`src/rtl/tytra_ctrl_pkg.sv`:
```
// Shared types and default widths for the kernel stream controller slice.
package tytra_ctrl_pkg;

  typedef enum logic [1:0] {
    IDLE  = 2'd0,
    RUN   = 2'd1,
    DRAIN = 2'd2,
    DONE  = 2'd3
  } ctrl_state_e;

  localparam int DEF_CNTW      = 32;
  localparam int DEF_MAXFLIGHT = 16;
  localparam int DEF_FLIGHTW   = 5;
  localparam int DEF_WDOGW     = 16;

endpackage

```
`src/rtl/kernel_flight_ctr.sv`:
```
// Up/down counter of items issued to the kernel but not yet collected.
module kernel_flight_ctr
  import tytra_ctrl_pkg::*;
#(
  parameter int MAXFLIGHT = DEF_MAXFLIGHT,
  parameter int FLIGHTW   = DEF_FLIGHTW
) (
  input  logic clk_i,
  input  logic rst_ni,
  input  logic clr_i,
  input  logic inc_i,
  input  logic dec_i,
  output logic full_o,
  output logic empty_o
);

  logic [FLIGHTW-1:0] count_q, count_d;

  // Simultaneous issue and collect cancel out.
  always_comb begin
    count_d = count_q;
    if (clr_i) begin
      count_d = '0;
    end else if (inc_i && !dec_i) begin
      count_d = count_q + FLIGHTW'(1);
    end else if (dec_i && !inc_i) begin
      count_d = count_q - FLIGHTW'(1);
    end
  end

  always_ff @(posedge clk_i or negedge rst_ni) begin
    if (!rst_ni) begin
      count_q <= '0;
    end else begin
      count_q <= count_d;
    end
  end

  assign full_o  = (count_q == FLIGHTW'(MAXFLIGHT));
  assign empty_o = (count_q == '0);

endmodule

```
`src/rtl/kernel_stream_ctrl.sv`:
```
// Sequences a pipelined kernel over a job of nitems work-items, gating both
// handshakes, capping items in flight and flagging stalls via a watchdog.
module kernel_stream_ctrl
  import tytra_ctrl_pkg::*;
#(
  parameter int CNTW      = DEF_CNTW,
  parameter int MAXFLIGHT = DEF_MAXFLIGHT,
  parameter int FLIGHTW   = DEF_FLIGHTW,
  parameter int WDOGW     = DEF_WDOGW
) (
  input  logic            clk,
  input  logic            rst,
  input  logic            start,
  input  logic [CNTW-1:0] nitems,
  output logic            busy,
  output logic            done,
  output logic            stall_err,
  input  logic            src_valid,
  output logic            src_ready,
  output logic            k_ivalid,
  input  logic            k_iready,
  input  logic            k_ovalid,
  output logic            k_oready,
  output logic            snk_valid,
  input  logic            snk_ready,
  output logic [CNTW-1:0] issued,
  output logic [CNTW-1:0] collected
);

  ctrl_state_e      state_q, state_d;
  logic [CNTW-1:0]  n_q, n_d;
  logic [CNTW-1:0]  issued_q, issued_d;
  logic [CNTW-1:0]  collected_q, collected_d;
  logic [WDOGW-1:0] wdog_q, wdog_d;
  logic             stall_q, stall_d;
  logic             fl_full, fl_empty;
  logic             active, issue_en, collect_en, in_fire, out_fire, job_start;

  assign active     = (state_q == RUN) || (state_q == DRAIN);
  assign issue_en   = (state_q == RUN) && (issued_q != n_q) && !fl_full;
  assign collect_en = active && !fl_empty;
  assign job_start  = (state_q == IDLE) && start;

  assign src_ready = k_iready & issue_en;
  assign k_ivalid  = src_valid & issue_en;
  assign k_oready  = snk_ready & collect_en;
  assign snk_valid = k_ovalid & collect_en;
  assign in_fire   = k_ivalid & k_iready;
  assign out_fire  = k_ovalid & k_oready;

  assign busy      = active;
  assign done      = (state_q == DONE);
  assign stall_err = stall_q;
  assign issued    = issued_q;
  assign collected = collected_q;

  kernel_flight_ctr #(
    .MAXFLIGHT (MAXFLIGHT),
    .FLIGHTW   (FLIGHTW)
  ) u_flight (
    .clk_i   (clk),
    .rst_ni  (rst),
    .clr_i   (job_start),
    .inc_i   (in_fire),
    .dec_i   (out_fire),
    .full_o  (fl_full),
    .empty_o (fl_empty)
  );

  always_comb begin
    state_d     = state_q;
    n_d         = n_q;
    issued_d    = issued_q;
    collected_d = collected_q;
    wdog_d      = '0;
    stall_d     = stall_q;

    unique case (state_q)
      IDLE: begin
        if (start) begin
          n_d         = nitems;
          issued_d    = '0;
          collected_d = '0;
          stall_d     = 1'b0;
          state_d     = (nitems == '0) ? DONE : RUN;
        end
      end
      RUN: begin
        issued_d    = issued_q + CNTW'(in_fire);
        collected_d = collected_q + CNTW'(out_fire);
        if (issued_d == n_q) begin
          state_d = DRAIN;
        end
      end
      DRAIN: begin
        collected_d = collected_q + CNTW'(out_fire);
        if (collected_d == n_q) begin
          state_d = DONE;
        end
      end
      DONE: begin
        state_d = IDLE;
      end
      default: begin
        state_d = IDLE;
      end
    endcase

    // Watchdog saturates at all-ones so the stall flag cannot be lost by wrap.
    if (active && !(in_fire || out_fire)) begin
      wdog_d = (wdog_q == '1) ? wdog_q : wdog_q + WDOGW'(1);
      if (wdog_d == '1) begin
        stall_d = 1'b1;
      end
    end
  end

  always_ff @(posedge clk or negedge rst) begin
    if (!rst) begin
      state_q     <= IDLE;
      n_q         <= '0;
      issued_q    <= '0;
      collected_q <= '0;
      wdog_q      <= '0;
      stall_q     <= 1'b0;
    end else begin
      state_q     <= state_d;
      n_q         <= n_d;
      issued_q    <= issued_d;
      collected_q <= collected_d;
      wdog_q      <= wdog_d;
      stall_q     <= stall_d;
    end
  end

endmodule

```
`config.mk`:
```
export PLATFORM = sky130hd
export DESIGN_NAME = kernel_stream_ctrl
export DESIGN_NICKNAME = d
export VERILOG_FILES = /design/src/rtl/tytra_ctrl_pkg.sv /design/src/rtl/kernel_flight_ctr.sv /design/src/rtl/kernel_stream_ctrl.sv
export SDC_FILE = /design/constraint.sdc
export NUM_CORES = 1
export LEC_CHECK = 0
export BUFFER_PORTS_ARGS = -buffer_cell sky130_fd_sc_hd__buf_2
export CAP_MARGIN = 20
export CORE_MARGIN = 3
export CORE_UTILIZATION = 50
export DETAILED_ROUTE_END_ITERATION = 6
export PLACE_DENSITY = 0.7
export SLEW_MARGIN = 10
export SYNTH_ARGS = -nofsm -noshare
export SYNTH_HDL_FRONTEND = slang
export SYNTH_SLANG_ARGS = --single-unit
export TNS_END_PERCENT = 20
```
`constraint.sdc`:
```
create_clock -name clk -period 5.1 [get_ports clk]
set_input_delay 0.765 -clock clk [delete_from_list [all_inputs] [get_ports clk]]
set_output_delay 0.765 -clock clk [all_outputs]
set_load 0.01 [all_outputs]
```
# Word level (Yosys, flattened, before mapping)
# Index checks and enable logic that the tools add are counted.
word_totals:
  regBits: 120
  out_inout_bits: 71
  wordCells: 72
  in_bits: 39
op_classes:
  bitwise_logic: 6
  n_eq_ne: 12
  n_mux: 17
  n_addsub: 5
  n_reduce_logical: 25
ops:
  columns: ["operator", "count"]
  rows:
  - ["$pmux 32 s2", 2]
  - ["$add 32x1->32", 2]
  - ["$eq 32x32->1", 2]
  - ["$eq 16x16->1 const B", 2]
  - ["$logic_not 32->1", 1]
  - ["$mux 16", 2]
  - ["$mux 32", 1]
  - ["$ne 32x32->1", 1]
  - ["$add 16x1->16 const B", 1]
  - ["$mux 5", 3]
  - ["$mux 2", 4]
  - ["$pmux 2 s4", 1]
  - ["$logic_and 1x1->1", 7]
  - ["$and 1x1->1", 6]
  - ["$reduce_and 2->1", 3]
  - ["$add 5x1->5 const B", 1]
  - ["$eq 5x5->1 const B", 1]
  - ["$logic_not 1->1", 5]
  - ["$logic_not 5->1", 1]
  - ["$sub 5x1->5 const B", 1]
  - ["$eq 2x2->1 const B", 2]
  - ["$mux 1", 4]
  - ["$ne 2x1->1 const B", 2]
  - ["$reduce_bool 2->1", 2]
  - ["7 further kinds", 8]

# Depth between registers and ports, before layout
logic_depth:
  depth_word: 10
  depth_mapped: 18
  depth_no_buf: 17

# Cells and area by module
# Synthesis repeated with hierarchy kept, for this count alone.
unflattened:
  cells_unflattened: 968
  area_unflattened_um2: 8375.5
by_module_without_submodules:
  columns: ["mod", "n_inst", "cells_per_inst", "seq_area_each_um2", "area_per_inst_um2"]
  rows:
  - ["kernel_stream_ctrl", 1, 924, 2877.8, 7957.6]
  - ["kernel_flight_ctr", 1, 44, 125.1, 417.9]

# Worst setup path before layout
# Ideal clock, no wire load.
synth_path:
  path_kind: "register -> register"
  startpoint: "register state_q[1]"
  endpoint: "register state_q[1]"
  required_ns: 4.975
  synth_period_minus_slack_ns: 4.063
  arrival_ns: 3.939
  slack_ns: 1.037
  n_path_buf: 1
  path_stages_with_launch: 18
  setup_time_ns: 0.125
  path_cell_list: "dfrtp_1 inv_1 ha_1 clkbuf_1 o21ai_0 a31oi_1 nand3_1 inv_1 ha_1 nand4_1 or4_4 or4_4 xnor2_2 o2111ai_1 or4_4 o31ai_4 and3_1 a22oi_2"
synth_via:
  elab_chain_len: 9
  word_cells_on_any_way: 21
  cone_classes: "add/sub (2); eq/ne (8); mux (1); bitwise (4); reduce/logical (6)"
synth_lines:
  columns: ["item", "line_no", "text"]
  rows:
  - ["from (decl)", "kernel_stream_ctrl.sv:30", "ctrl_state_e state_q, state_d;"]
  - ["from (signal assigned)", "kernel_stream_ctrl.sv:127", "state_q <= state_d;"]
  - ["$eq 2x1->1 or $eq 2x2->1 (tied branches)", "kernel_stream_ctrl.sv:39, kernel_stream_ctrl.sv:40, kernel_stream_ctrl.sv:78", null]
  - ["$logic_or 1x1->1 or $logic_and 1x1->1 (tied branches)", "kernel_stream_ctrl.sv:39, kernel_stream_ctrl.sv:40", null]
  - ["$logic_and 1x1->1 (on tied branches)", "kernel_stream_ctrl.sv:41, kernel_stream_ctrl.sv:40", null]
  - ["$and 1x1->1 (on tied branches)", "kernel_stream_ctrl.sv:46, kernel_stream_ctrl.sv:45", null]
  - ["$and 1x1->1 (on tied branches)", "kernel_stream_ctrl.sv:49, kernel_stream_ctrl.sv:48", null]
  - ["$add 32x1->32 (on tied branches)", "kernel_stream_ctrl.sv:96, kernel_stream_ctrl.sv:89", null]
  - ["$eq 32x32->1 (on tied branches)", "kernel_stream_ctrl.sv:97, kernel_stream_ctrl.sv:91", null]
  - ["$ne 2x1->1 (no line)", null, null]
  - ["$reduce_and 3->1 (no line)", null, null]
# Several ways; a longest one is shown, not always the timed one.
# A chain may end at the register's enable or synchronous reset.

# Final worst setup path
layout_path:
  startpoint: "register issued_q[28], in the netlist issued[28]"
  endpoint: "register state_q[1]"
layout_via:
  elab_chain_len: 9
layout_lines:
  columns: ["item", "line_no", "text"]
  rows:
  - ["from (decl)", "kernel_stream_ctrl.sv:32", "logic [CNTW-1:0] issued_q, issued_d;"]
  - ["from (signal assigned)", "kernel_stream_ctrl.sv:129", "issued_q <= issued_d;"]
  - ["$ne 32x32->1", "kernel_stream_ctrl.sv:40", "assign issue_en = (state_q == RUN) && (issued_q != n_q) && !fl_full;"]
  - ["$logic_and 1x1->1 (2 in series)", "kernel_stream_ctrl.sv:40", null]
  - ["$and 1x1->1", "kernel_stream_ctrl.sv:45", "assign k_ivalid = src_valid & issue_en;"]
  - ["$and 1x1->1", "kernel_stream_ctrl.sv:48", "assign in_fire = k_ivalid & k_iready;"]
  - ["$add 32x1->32 (*)", "kernel_stream_ctrl.sv:89", "issued_d = issued_q + CNTW'(in_fire);"]
  - ["$eq 32x32->1 (*)", "kernel_stream_ctrl.sv:91", "if (issued_d == n_q) begin"]
  - ["$ne 2x1->1 (no line) (*)", null, null]
  - ["$reduce_and 3->1 (no line) (*)", null, null]
# Mark *: on every way between the ends. The rest lies on a longest branch, timed or not.

==> results.json <==
{
  "synth_edf_count": 0,
  "fillCellCount": 1516,
  "nets": 1209,
  "setup-tns-final_ns": 0,
  "worstPathArrival_ns": 4.86,
  "port_buffers": 109,
  "gp_congestion": 0.961,
  "max_freq_ghz": 0.220,
  "die_w_um": 136,
  "post-route-drc-count": 0,
  "peakVddDrop_mv": 0.318,
  "ys_seq_area_frac": 0.353,
  "post-route-period-util": 0.893,
  "ys_seq_elements": 120,
  "clk_pin_slew_ns": 0.06,
  "syn_avg_cell_area_um2": 7.86,
  "synthTopCellsByArea": "dfrtp_1 35%, nand2_1 8.5%, xnor2_1 7.4%, o21ai_0 4.9%, xor2_1 3.7%",
  "clock-root-buffer": "clkbuf_16",
  "crit_start": "issued[28]",
  "place_ws_ns": 0.685,
  "fin_cells": 1389,
  "yosysTopAreaCellShare": 0.353,
  "worstPathCellList": "xor2_1, nand2b_1, nor4_1, a31oi_1, nand3_1, inv_1, ha_1, nand4_2, nor4_1, xnor2_1, a22oi_1, a21oi_1, or4_4, o31ai_4, and3_1, a22oi_2",
  "antenna_found_initial": 0,
  "drtIter0Drc": 907,
  "cpMaxStageDelayCell": "nor4_1",
  "io_pins": 110,
  "gr-total-overflow": 0,
  "grt_pass1_vias": 7633,
  "cp_max_fo": 10,
  "hold_violations": 0,
  "diodes": 0,
  "ctsHoldBuffers": 0,
  "cts_tree": "done",
  "powerDensity_nw_per_um2": 480,
  "post_cts_resized": 0,
  "grt_max_degree": 51,
  "numCtsBuffers": 17,
  "hold_class": "input port to async pin",
  "design_area_um2": 9800,
  "synth_cell_types": 71,
  "worst_setup_path_end_kind": "flop",
  "wl_per_cell_um": 19.7,
  "fin_worst_skew_ns": 0.00863,
  "wl_mm": 27.4,
  "r2r-start": "issued[28]",
  "routed-via-count": 8505,
  "post-cts-setup-buffers": 0,
  "cp-start-kind": "flop",
  "max_slew_margin": 0.335,
  "worst_ep_required_time_ns": 5.41,
  "dr.pass1.iters": 6,
  "die_y_um": 136,
  "crit_path_frequent_cell": "nor4_1",
  "max_slew.worst_pin.slew_ns": 0.998,
  "dieArea_um2": 18600,
  "async_reset_ff_frac": 1.00,
  "final-seq-area_um2": 3000,
  "row_count": 47,
  "syn_inst": 1083,
  "status": "complete, no violations",
  "ant_nets": 0,
  "yosys_warnings": 0,
  "hold_ws_ns": 0.260,
  "path_class": "flop to flop",
  "synth_area_um2": 8510,
  "grt_first_pass_wirelength_mm": 43.0,
  "place_hpwl_mm": 20.3,
  "placed_cell_area_um2": 9180,
  "synthTopCellsByCount": "192 x nand2_1, 120 x dfrtp_1, 84 x o21ai_0",
  "syn_to_final_growth_pct": 15.2,
  "synth_most_common_cell": "nand2_1",
  "dp_cells": 1358,
  "clk_path_buf_depth": 2,
  "synth-main-ff-cell": "dfrtp_1",
  "setup_ws_ns": 0.546,
  "drv_cap": 0,
  "multi_input_area_um2": 5130,
  "clkLatencyLatePin_ns": 0.43,
  "coreArea_um2": 16600,
  "critPathMaxStageDelay_ns": 0.72,
  "syn_nets": 1135,
  "via_per_inst": 6.12,
  "start_util": 0.512,
  "layout_min_cycle_time_ns": 4.55,
  "p_leak_uw": 0.00425,
  "yosysTopAreaCell": "dfrtp_1",
  "finalMaxSlewViolations": 0,
  "grt_usage": 0.298,
  "drive_above_1_share": 0.157,
  "clock-sinks": 120,
  "grt_setup_unrepaired": "false",
  "setup_violations": 0,
  "cts.htree.levels": 4
}
[flip-flops by register name, indices dropped and copies added, names as in the netlist]
| name | flops |
|---|---|
| n_q | 32 |
| issued | 32 |
| collected | 32 |
| u_flight.count_q | 5 |
| stall_err | 1 |
| state_q | 2 |
| wdog_q | 16 |
[final cells by class]
cell class,instances,share of cell area
multi-input cells,866,0.523
flip-flops and latches,120,0.306
well taps,220,0.0281
repair buffers,127,0.0697
clock buffers,20,0.0456
clock inverters,11,0.0176
inverters,25,0.00957
[stage by stage]
step            util  total power [µW]
2_1_floorplan      -              2740
3_3_place_gp   0.552              3370
3_5_place_dp   0.552              3390
4_1_cts        0.589              4690
5_1_grt        0.589              4980
6_report       0.589              4710
[kinds of logic (layout without fill, tap and decap cells)]
family / after synthesis / after routing / synth area share
compound gates: 228 / 228 / 0.164
fa+ha+maj: 13 / 13 / 0.0200
simple gates: 506 / 506 / 0.293
mux: 10 / 10 / 0.0121
flops: 120 / 120 / 0.353
buf+inv: 97 / 183 / 0.0453
xor+xnor: 109 / 109 / 0.113
[power by group]
part	internal, µW	leakage, µW	total [µW]	switching, µW
logic	735	0.00235	2030	1290
clock network	828	0.000289	1290	460
registers	1120	0.00162	1390	278
[metal layers]
layer / vias to the layer above / global-route usage / routed length [µm]
li1: 4011 / - / -
met1: 4073 / 0.439 / 12400
met2: 376 / 0.446 / 12200
met3: 45 / 0.0614 / 2130
met4: 0 / 0.0823 / 684
met5: - / 0 / 0
[final timing paths]
kind	to	depth (start not counted)	slack, ns
max	state_q[1]	16	0.55
min	issued[9]	1	0.26
max reg2reg	state_q[1]	16	0.55
min reg2reg	stall_err	2	0.50
max in group asynchronous	issued[30]	2	3.85
min in group clk	stall_err	2	0.50
[critical path: cells and delay by family, from the launching register on]
family / cells / cell delay [ns]
buf+inv: 1 / 0.11
xor+xnor: 2 / 0.35
fa+ha+maj: 1 / 0.28
flops: 1 / 0.47
compound gates: 5 / 0.94
simple gates: 7 / 2.25
[cell usage in the layout (no fill, tap or decap), types with 6 or more instances in the layout]
cell / count
a21oi_1: 61
and3_1: 18
and4_1: 6
clkbuf_16: 17
o31ai_1: 17
ha_1: 12
nand2b_1: 7
nor2_1: 76
or4_1: 7
and2_1: 8
nand3_1: 47
a211oi_1: 7
nand2_1: 192
inv_1: 24
mux2i_1: 8
nor3_1: 37
a31oi_1: 14
or2_2: 7
nand4_1: 36
buf_4: 19
nor4_1: 32
dfrtp_1: 120
xnor2_1: 72
o21ai_0: 84
xor2_1: 36
buf_2: 108
No activity file was read; power rests on OpenSTA's default activity.
